**config.mk**
```make
export PLATFORM = sky130hd
export DESIGN_NAME = seg7_mux_counter
export DESIGN_NICKNAME = d
export VERILOG_FILES = /design/src/rtl/seg7_pkg.sv /design/src/rtl/bcd_digit.sv /design/src/rtl/seg7_mux_counter.sv
export SDC_FILE = /design/constraint.sdc
export NUM_CORES = 1
export LEC_CHECK = 0
export CAP_MARGIN = 15
export CORE_MARGIN = 2
export CORE_UTILIZATION = 49
export CTS_CLUSTER_SIZE = 10
export DETAILED_ROUTE_END_ITERATION = 7
export MAX_ROUTING_LAYER = met4
export PLACE_DENSITY = 0.71
export RECOVER_POWER = 25
export SETUP_SLACK_MARGIN = 0.5
export SYNTH_ARGS = -nofsm -noshare
export SYNTH_HDL_FRONTEND = slang
export SYNTH_HIERARCHICAL = 1
export SYNTH_SLANG_ARGS = --single-unit
```
**constraint.sdc**
```tcl
create_clock -name clk_in -period 4.6 [get_ports clk_in]
set_input_delay 1.15 -clock clk_in [delete_from_list [all_inputs] [get_ports clk_in]]
set_output_delay 1.15 -clock clk_in [all_outputs]
set_load 0.005 [all_outputs]
```
**src/rtl/seg7_pkg.sv**
```systemverilog
// seg7_pkg: seven-segment patterns, decoder and scan states
package seg7_pkg;
  localparam logic [6:0] SEG_0 = 7'b0111111;
  localparam logic [6:0] SEG_1 = 7'b0000110;
  localparam logic [6:0] SEG_2 = 7'b1011011;
  localparam logic [6:0] SEG_3 = 7'b1001111;
  localparam logic [6:0] SEG_4 = 7'b1100110;
  localparam logic [6:0] SEG_5 = 7'b1101101;
  localparam logic [6:0] SEG_6 = 7'b1111101;
  localparam logic [6:0] SEG_7 = 7'b0000111;
  localparam logic [6:0] SEG_8 = 7'b1111111;
  localparam logic [6:0] SEG_9 = 7'b1101111;
  localparam logic [6:0] SEG_BLANK = 7'b0000000;
  typedef enum logic {SCAN_IDLE, SCAN_DIG} scan_state_t;
  function automatic logic [6:0] bcd_to_seg(input logic [3:0] d);
    case (d)
      4'd0: return SEG_0;
      4'd1: return SEG_1;
      4'd2: return SEG_2;
      4'd3: return SEG_3;
      4'd4: return SEG_4;
      4'd5: return SEG_5;
      4'd6: return SEG_6;
      4'd7: return SEG_7;
      4'd8: return SEG_8;
      4'd9: return SEG_9;
      default: return SEG_BLANK;
    endcase
  endfunction
endpackage

```
**src/rtl/bcd_digit.sv**
```systemverilog
// bcd_digit: one BCD up/down digit with carry/borrow chaining and saturating load
module bcd_digit (
  input  logic       clk_i,
  input  logic       rst_ni,
  input  logic       up_i,
  input  logic       load_i,
  input  logic       cin_i,
  input  logic [3:0] load_nib_i,
  output logic [3:0] q_o,
  output logic       cout_o
);
  logic [3:0] q_q, q_d;
  logic       at_edge;
  assign at_edge = up_i ? (q_q == 4'd9) : (q_q == 4'd0);
  assign cout_o  = cin_i & at_edge;
  assign q_o     = q_q;
  always_comb
    q_d = load_i ? ((load_nib_i > 4'd9) ? 4'd9 : load_nib_i) :
          !cin_i ? q_q :
          up_i   ? (at_edge ? 4'd0 : q_q + 4'd1) :
                   (at_edge ? 4'd9 : q_q - 4'd1);
  always_ff @(posedge clk_i or negedge rst_ni)
    if (!rst_ni) q_q <= 4'd0;
    else         q_q <= q_d;
endmodule

```
**src/rtl/seg7_mux_counter.sv**
```systemverilog
// seg7_mux_counter: N-digit BCD up/down counter driving a multiplexed seven-segment display
module seg7_mux_counter import seg7_pkg::*; #(
  parameter int N_DIGITS       = 4,
  parameter int TICK_DIV       = 100_000_000,
  parameter int REFRESH_DIV    = 50_000,
  parameter bit SEG_ACTIVE_LOW = 1'b1,
  parameter bit AN_ACTIVE_LOW  = 1'b1,
  parameter bit BLANK_LEADING  = 1'b1
) (
  input  logic                  clk_in,
  input  logic                  reset,
  input  logic                  en,
  input  logic                  up,
  input  logic                  load,
  input  logic [4*N_DIGITS-1:0] load_val,
  output logic [4*N_DIGITS-1:0] count,
  output logic                  wrap,
  output logic [6:0]            sevenSeg,
  output logic [N_DIGITS-1:0]   anodes,
  output logic [3:0]            salida
);
  localparam int TW = $clog2(TICK_DIV);
  localparam int RW = $clog2(REFRESH_DIV);
  localparam int IW = (N_DIGITS > 1) ? $clog2(N_DIGITS) : 1;
  logic [TW-1:0]       tick_q, tick_d;
  logic [RW-1:0]       rf_q, rf_d;
  logic [IW-1:0]       idx_q, idx_d;
  scan_state_t         st_q, st_d;
  logic                tick, rtick, wrap_q;
  logic [N_DIGITS:0]   cy;
  logic [N_DIGITS-1:0] shown, oh, an_q;
  logic [6:0]          seg_q, seg_act;
  logic [3:0]          sal_q, nib;
  assign tick   = en && (tick_q == TW'(TICK_DIV - 1));
  assign tick_d = !en ? tick_q : tick ? '0 : tick_q + 1'b1;
  assign rtick  = (rf_q == RW'(REFRESH_DIV - 1));
  assign rf_d   = rtick ? '0 : rf_q + 1'b1;
  // a tick landing on a load cycle is dropped, so the chain never starts then
  assign cy[0]  = tick & ~load;
  for (genvar i = 0; i < N_DIGITS; i++) begin : g_dig
    bcd_digit u_dig (
      .clk_i      (clk_in),
      .rst_ni     (reset),
      .up_i       (up),
      .load_i     (load),
      .cin_i      (cy[i]),
      .load_nib_i (load_val[4*i +: 4]),
      .q_o        (count[4*i +: 4]),
      .cout_o     (cy[i+1])
    );
    assign shown[i] = !BLANK_LEADING || (i == 0) || (count[4*N_DIGITS-1:4*i] != '0);
  end
  always_comb begin
    st_d  = st_q;
    idx_d = idx_q;
    if (rtick) begin
      st_d  = SCAN_DIG;
      idx_d = (st_q == SCAN_IDLE || idx_q == IW'(N_DIGITS - 1)) ? '0 : idx_q + 1'b1;
    end
  end
  assign nib     = 4'(count >> {idx_d, 2'b00});
  assign oh      = N_DIGITS'(1) << idx_d;
  assign seg_act = shown[idx_d] ? bcd_to_seg(nib) : SEG_BLANK;
  always_ff @(posedge clk_in or negedge reset)
    if (!reset) begin
      tick_q <= '0;
      rf_q   <= '0;
      st_q   <= SCAN_IDLE;
      idx_q  <= '0;
      wrap_q <= 1'b0;
      an_q   <= {N_DIGITS{AN_ACTIVE_LOW}};
      seg_q  <= {7{SEG_ACTIVE_LOW}};
      sal_q  <= 4'd0;
    end else begin
      tick_q <= tick_d;
      rf_q   <= rf_d;
      st_q   <= st_d;
      idx_q  <= idx_d;
      wrap_q <= cy[N_DIGITS];
      if (rtick) begin
        an_q  <= oh ^ {N_DIGITS{AN_ACTIVE_LOW}};
        seg_q <= seg_act ^ {7{SEG_ACTIVE_LOW}};
        sal_q <= nib;
      end
    end
  assign wrap     = wrap_q;
  assign anodes   = an_q;
  assign sevenSeg = seg_q;
  assign salida   = sal_q;
endmodule

```
## Word-level counts from Yosys, hierarchy flattened

Memory sizes are Yosys's and may differ from the RTL's.
Index checks and enable logic that the tools add are counted.

| operators by class | value |
|---|---|
| $add $sub $neg | 11 |
| order comparisons | 5 |
| equal/unequal tests | 7 |
| shifts and indexed selects | 2 |
| multiplexer cells | 35 |
| bitwise gates (word level) | 9 |
| reduce and logical (&&, ||, !) cells | 13 |

Operators with widths:

| operator | number |
|---|---|
| $mux W4 | 24 |
| $add A27 B1 Y27 const B | 1 |
| $eq A27 B27 Y1 const B | 1 |
| $mux W27 | 1 |
| $add A16 B1 Y16 const B | 1 |
| $add A4 B1 Y4 const B | 4 |
| $eq A16 B16 Y1 const B | 1 |
| $eq A4 B4 Y1 const B | 4 |
| $gt A4 B4 Y1 const B | 4 |
| $logic_not A4 Y1 | 4 |
| $mux W16 | 1 |
| $shr A16 B4 Y4 | 1 |
| $sub A4 B1 Y4 const B | 4 |
| $reduce_bool A12 Y1 | 1 |
| $reduce_bool A2 Y1 | 4 |
| $reduce_bool A8 Y1 | 1 |
| $mux W7 | 1 |
| $not A7 Y7 | 1 |
| $and A1 B1 Y1 | 5 |
| $mux W1 | 5 |
| $mux W2 | 2 |
| $not A4 Y4 | 1 |
| $reduce_bool A4 Y1 | 1 |
| $shl A1 B2 Y4 const A | 1 |
| other kinds (7) | 8 |

| word-level totals | value |
|---|---|
| bits in registers | 78 |
| memory bits (read-only) | 112 |
| input bits | 21 |
| output and inout port bits | 32 |
| logic and storage cells | 95 |
| memories | 1 |

Memory list:

| name | depth | width | rd ports | clocked after Yosys merged registers in | write ports | RTL line | source |
|---|---|---|---|---|---|---|---|
| (name not given) | 16 | 7 | 1 | 0 | 0 | seg7_pkg.sv:16 | `case (d)` |

## Logic depth before layout (Yosys ltp)

| depth | value |
|---|---|
| word-level depth | 8 |
| depth in mapped cells | 15 |
| gate-level depth less buffers | 15 |

## Cells and area by module

The synthesis kept the hierarchy.

Modules (own cells, without submodules):

| module | times used | cells each | area each (sq um) | sequential area each (sq um) |
|---|---|---|---|---|
| seg7_mux_counter | 1 | 315 | 3174.3 | 1565.3 |
| bcd_digit | 4 | 48 | 420.4 | 100.1 |

## Least setup slack after synthesis

No wires, ideal clock.

| path | value |
|---|---|
| kind | in2reg |
| from | in en |
| to | reg g_dig[3].u_dig.q_q[2] |
| setup time | 0.120 ns |
| arrival time | 3.941 ns |
| required time | 4.480 ns |
| slack | 0.539 ns |
| stages on the path | 14 |
| buffers on the path | 0 |
| cells stage by stage | nand4_1 -> nor2_1 -> nand3_1 -> nor3_1 -> inv_1 -> nor3_1 -> inv_1 -> nor3_1 -> inv_1 -> nor3_1 -> inv_1 -> nor2_1 -> o21ai_1 -> a31o_1 |

| on the way | value |
|---|---|
| cells in the longest elaborated chain, start to end | 6 |

Ends and longest elaborated chain:

| item | RTL line | source |
|---|---|---|
| start, declared | seg7_mux_counter.sv:12 | `input logic en,` |
| $logic_and A1 B1 Y1 | seg7_mux_counter.sv:34 | `assign tick = en && (tick_q == TW'(TICK_DIV - 1));` |
| $and A1 B1 Y1 | seg7_mux_counter.sv:39 | `assign cy[0] = tick & ~load;` |
| named net cy[0] | seg7_mux_counter.sv:30 | `logic [N_DIGITS:0] cy;` |
| $and A1 B1 Y1 | bcd_digit.sv:15 | `assign cout_o = cin_i & at_edge;` |
| named net cy[1] | seg7_mux_counter.sv:30 |  |
| $and A1 B1 Y1 | bcd_digit.sv:15 |  |
| named net cy[2] | seg7_mux_counter.sv:30 |  |
| $and A1 B1 Y1 | bcd_digit.sv:15 |  |
| named net cy[3] | seg7_mux_counter.sv:30 |  |
| $reduce_bool A2 Y1 (no line) | n/a |  |
| end signal, assigned | bcd_digit.sv:24 | `else q_q <= q_d;` |
| end, declared | bcd_digit.sv:12 | `logic [3:0] q_q, q_d;` |

The timed path passes the listed nets, and every way through them passes these cells.
A chain may end at the register's enable or synchronous reset.

## Worst setup path after layout

| path | value |
|---|---|
| from | in en |
| to | reg g_dig[3].u_dig.q_q[3] |

Same word-level chain as after synthesis.

==> reports/qor_table.md <==
| Metric | This run |
| --- | --- |
| Overall die width | 103.6 um |
| Share of post-route cells with drive strength above 1 | 0.1228 |
| Effective utilization at floorplan | 0.5014 |
| Remaining antenna violation count | 0 |
| Syn Nets | 548 |
| Post-synthesis instance area | 4856 um^2 |
| Wire length of the first global-routing pass | 17.82 mm |
| Share of the clock period used by the worst path after layout | 0.8467 |
| Number of distinct library cells after synthesis | 58 |
| Critical Path Fanout Max | 5 |
| Placed Cells | 687 |
| Post-Route Setup TNS | 0 ns |
| Average cell area after synthesis | 9.578 um^2 |
| Overflow after GRT | 0 |
| Worst setup EP type | register |
| Placed cell areas | 5480 um^2 |
| Total die area | 10720 um^2 |
| Worst reg2reg endpoint | sevenSeg[5] |
| Leak | 2.431 nW |
| TritonCTS clock tree | yes |
| DRC marker count from the first detailed-route iteration | 256 |
| Number of flops mapped to enable cells by yosys | 0 |
| Weighted congestion at the end of routability-driven global placement | 0.8368 |
| Number of H-tree levels | 3 |
| Seq pwr share | 0.502 |
| Fill cell instance count of the final layout | 847 |
| Postcts setup bufs | 0 |
| Final Total Pwr | 0.001574 W |
| Core region area | 9684 um^2 |
| Post-cts hold buffer count | 0 |
| Leading cell types in the layout, fill and taps excluded | 67 x sky130_fd_sc_hd__dfrtp_1, 63 x sky130_fd_sc_hd__nor2_1, 51 x sky130_fd_sc_hd__clkdlybuf4s50_1 |
| Count of buffers from port buffering | 52 |
| Synth Instances | 507 |
| Remaining max-slew budget at the tightest pin | -0.2694 |
| Unrepaired setup endpoints after global routing | false |
| Insertion delay to the later sink of the worst-skew pair | 0.36 ns |
| Slew of the pin with the lowest slew margin | 1.904 ns |
| Fraction of synthesized area in multiplexers | 0.04896 |
| Count of antenna diodes in the layout | 0 |
| Clock sink total | 78 |
| Routed len/inst | 14.63 um |
| Post-synthesis to final-layout area growth | 17.21% |
| Number of primary I/O pins | 53 |
| Post-layout minimum cycle time | 3.895 ns |
| Power density over the cells | 276.6 nW/um^2 |
| Average via count per standard cell | 5.552 |
| Async set-or-reset flop fraction in the synthesized netlist | 1.000 |
| TritonRoute pass-1 iters | 5 |
| Reg clk slew, reported paths | 0.08 ns |
| Number of global-route vias before repair | 3911 |
| Synth Register Bits | 78 |
| Worst vdd rail ir drop | 0.0001828 V |
| DRC violations left | 0 |
| CTS buffer count | 9 |
| Post-synthesis adder-cell area fraction | 0.05153 |
| Fmax | 256.8 MHz |
| Total non-filler cell area in the finished layout | 5692 um^2 |
| Initial antenna violation count | 0 |
| Worst min-delay path class | reg -> reg |
| Arrival @ worst endpoint | 4.12 ns |
| Fraction of the yosys area taken by sequential cells | 0.4048 |
| Portion of total power attributed to combinational logic | 0.148 |
| Largest net degree at the start of global routing | 79 |
| Number of hold violations in the final report | 0 |
| WP data required | 4.82 ns |
| Post-DP HPWL | 7.351 mm |
| Worst min-delay path startpoint | rf_q[0] |
| Final setup violation count | 0 |
| Simple-gate portion of the synthesized area | 0.2355 |
| Filler-free cell count of the finished design | 703 |
| GRT Util Overall | 0.2040 |
| Aggregate routed wire length | 10.29 mm |
| Critical path class | in -> reg |
| Worst setup slack for register-to-register paths | 1.29 ns |
| Number of buffers between clock root and the deepest sink | 2 |
| Main synth FF type | sky130_fd_sc_hd__dfrtp_1 |
| Switching fraction of total power | 0.2904 |
| Die extent in y | 103.6 um |
| Syn. warnings | 6 |
| Count of maximum capacitance violations | 1 |
| Std-Cell Rows | 36 |
| Outcome | finished with violations |
| Kind of start point of the critical path | input port |
| Post-CTS resize count | 0 |
| Utilization after layout | 0.5877 |
| Main combinational cell family by area after synthesis | simple AND/OR/NAND/NOR gates |
| Worst Reg-to-Reg Cells | 12 |
| Layout net count | 606 |
| Via total after detailed routing | 3903 |
| Number of cells on the worst hold path | 1 |
| Clock skew | 0.01847 ns |
| Violations in the final reports | max-capacitance violations, max-slew violations |
| Power Internal | 0.001117 W |
| Part of the power in the clock network | 0.350 |
| Sw Pwr | 0.0004571 W |
| Max Transition Viols Final | 79 |
| Clock Tree Root | sky130_fd_sc_hd__clkbuf_8 |
| Xor and xnor fraction of the mapped netlist area | 0.06854 |
| Worst R2R Start | rf_q[0] |
| Worst Hold Path EP | rf_q[0] |
| Commonest non-fill, non-tap cell in the layout | sky130_fd_sc_hd__dfrtp_1 |
| Share of the synthesized area in compound gates (AO/OA/AOI/OAI) | 0.1381 |
-- area by class of cell --
class,instances,area (um^2),area share
clock buffer,10,137.6,0.02418
clock inverter,6,75.07,0.01319
inverter,26,97.59,0.01715
multi-input combinational,385,2640,0.4638
sequential,78,1966,0.3454
tap,133,166.4,0.02924
timing repair buffer,65,609.3,0.1071
-- worst max-delay path: stages --
cell	delay, ns
sky130_fd_sc_hd__clkdlybuf4s50_1	0.47
sky130_fd_sc_hd__nand4_1	0.11
sky130_fd_sc_hd__nor2_1	0.18
sky130_fd_sc_hd__nand3_1	0.14
sky130_fd_sc_hd__nor3_1	0.30
sky130_fd_sc_hd__inv_1	0.14
sky130_fd_sc_hd__nor3_1	0.26
sky130_fd_sc_hd__inv_1	0.14
sky130_fd_sc_hd__nor3_2	0.22
sky130_fd_sc_hd__inv_1	0.12
sky130_fd_sc_hd__nor3_1	0.18
sky130_fd_sc_hd__buf_4	0.16
sky130_fd_sc_hd__nor2b_1	0.17
sky130_fd_sc_hd__nor4b_1	0.27
sky130_fd_sc_hd__nor3_1	0.09
-- worst max path at each step --
stage / from / end / slack [ns] / cells after the start
after floorplan: en / g_dig[3].u_dig/q_o[2] / 0.54 / 14
after global placement: en / g_dig[3].u_dig/q_o[3] / 0.41 / 15
after detailed placement: en / g_dig[3].u_dig/q_o[3] / 0.28 / 15
after CTS: en / g_dig[3].u_dig/q_o[3] / 0.63 / 15
after global routing: en / g_dig[3].u_dig/q_o[3] / 0.52 / 15
final: en / g_dig[3].u_dig/q_o[3] / 0.71 / 15
-- through the flow --
| step | hold WS (ns) | setup slack, ns |
|---|---|---|
| final | 0.4593 | 0.7054 |
| after floorplan | 0.4251 | 0.5389 |
| after CTS | 0.4658 | 0.6320 |
| after global placement | 0.4394 | 0.4102 |
| after global routing | 0.4919 | 0.5153 |
| after detailed placement | 0.4538 | 0.2827 |
-- Yosys cell counts (all sizes together), types with 6 or more instances --
master	count	area (um^2)
nor4	6	37.54
nor4b	6	52.55
nand2	32	120.1
buf	14	142.6
nor2	63	236.5
nand3	20	100.1
nand3b	8	60.06
mux2	6	71.31
xor2	24	210.2
nand4	6	37.54
nor3b	8	105.1
mux2i	15	166.4
nor3	19	115.1
o21ai	23	118.9
xnor2	14	122.6
or2b	8	65.06
a21oi	18	93.84
inv	26	97.60
ha	20	250.2
dfstp	11	289.0
and3	9	56.30
a31oi	14	87.58
dfrtp	67	1677
o211ai	8	60.06
nor2b	7	43.79
-- sequential cells by signal, indices dropped and copies added, names as in the netlist --
| signal | flops |
|---|---|
| anodes | 4 |
| g_dig.u_dig/q_o | 16 |
| idx_q | 2 |
| rf_q | 16 |
| salida | 4 |
| sevenSeg | 7 |
| st_q | 1 |
| tick_q | 27 |
| wrap | 1 |
-- layer usage --
metal  GRT usage  wire [um]
met5           -          0
met4     0.06371        113
met3     0.03902        385
met2      0.3387       5043
met1      0.2540       4744
-- power by group through the flow --
| stage | combinational (W) | sequential, W | clock [W] |
|---|---|---|---|
| after floorplan | 0.000163 | 0.000780 | 0 |
| after global placement | 0.000227 | 0.000801 | 0 |
| after detailed placement | 0.000233 | 0.000802 | 0 |
| after CTS | 0.000235 | 0.000789 | 0.000572 |
| after global routing | 0.000262 | 0.000799 | 0.000596 |
| final | 0.000232 | 0.000791 | 0.000551 |
-- kinds of logic after synthesis --
| logic type | Yosys count |
|---|---|
| and+or+nand+nor | 207 |
| buffers and inverters | 44 |
| adders and majority gates | 20 |
| muxes | 21 |
| xor gates and xnor gates | 38 |
| DFF | 78 |
| AOI/OAI and AO/OA | 99 |
Note: power is estimated with default switching activity, not from simulation.
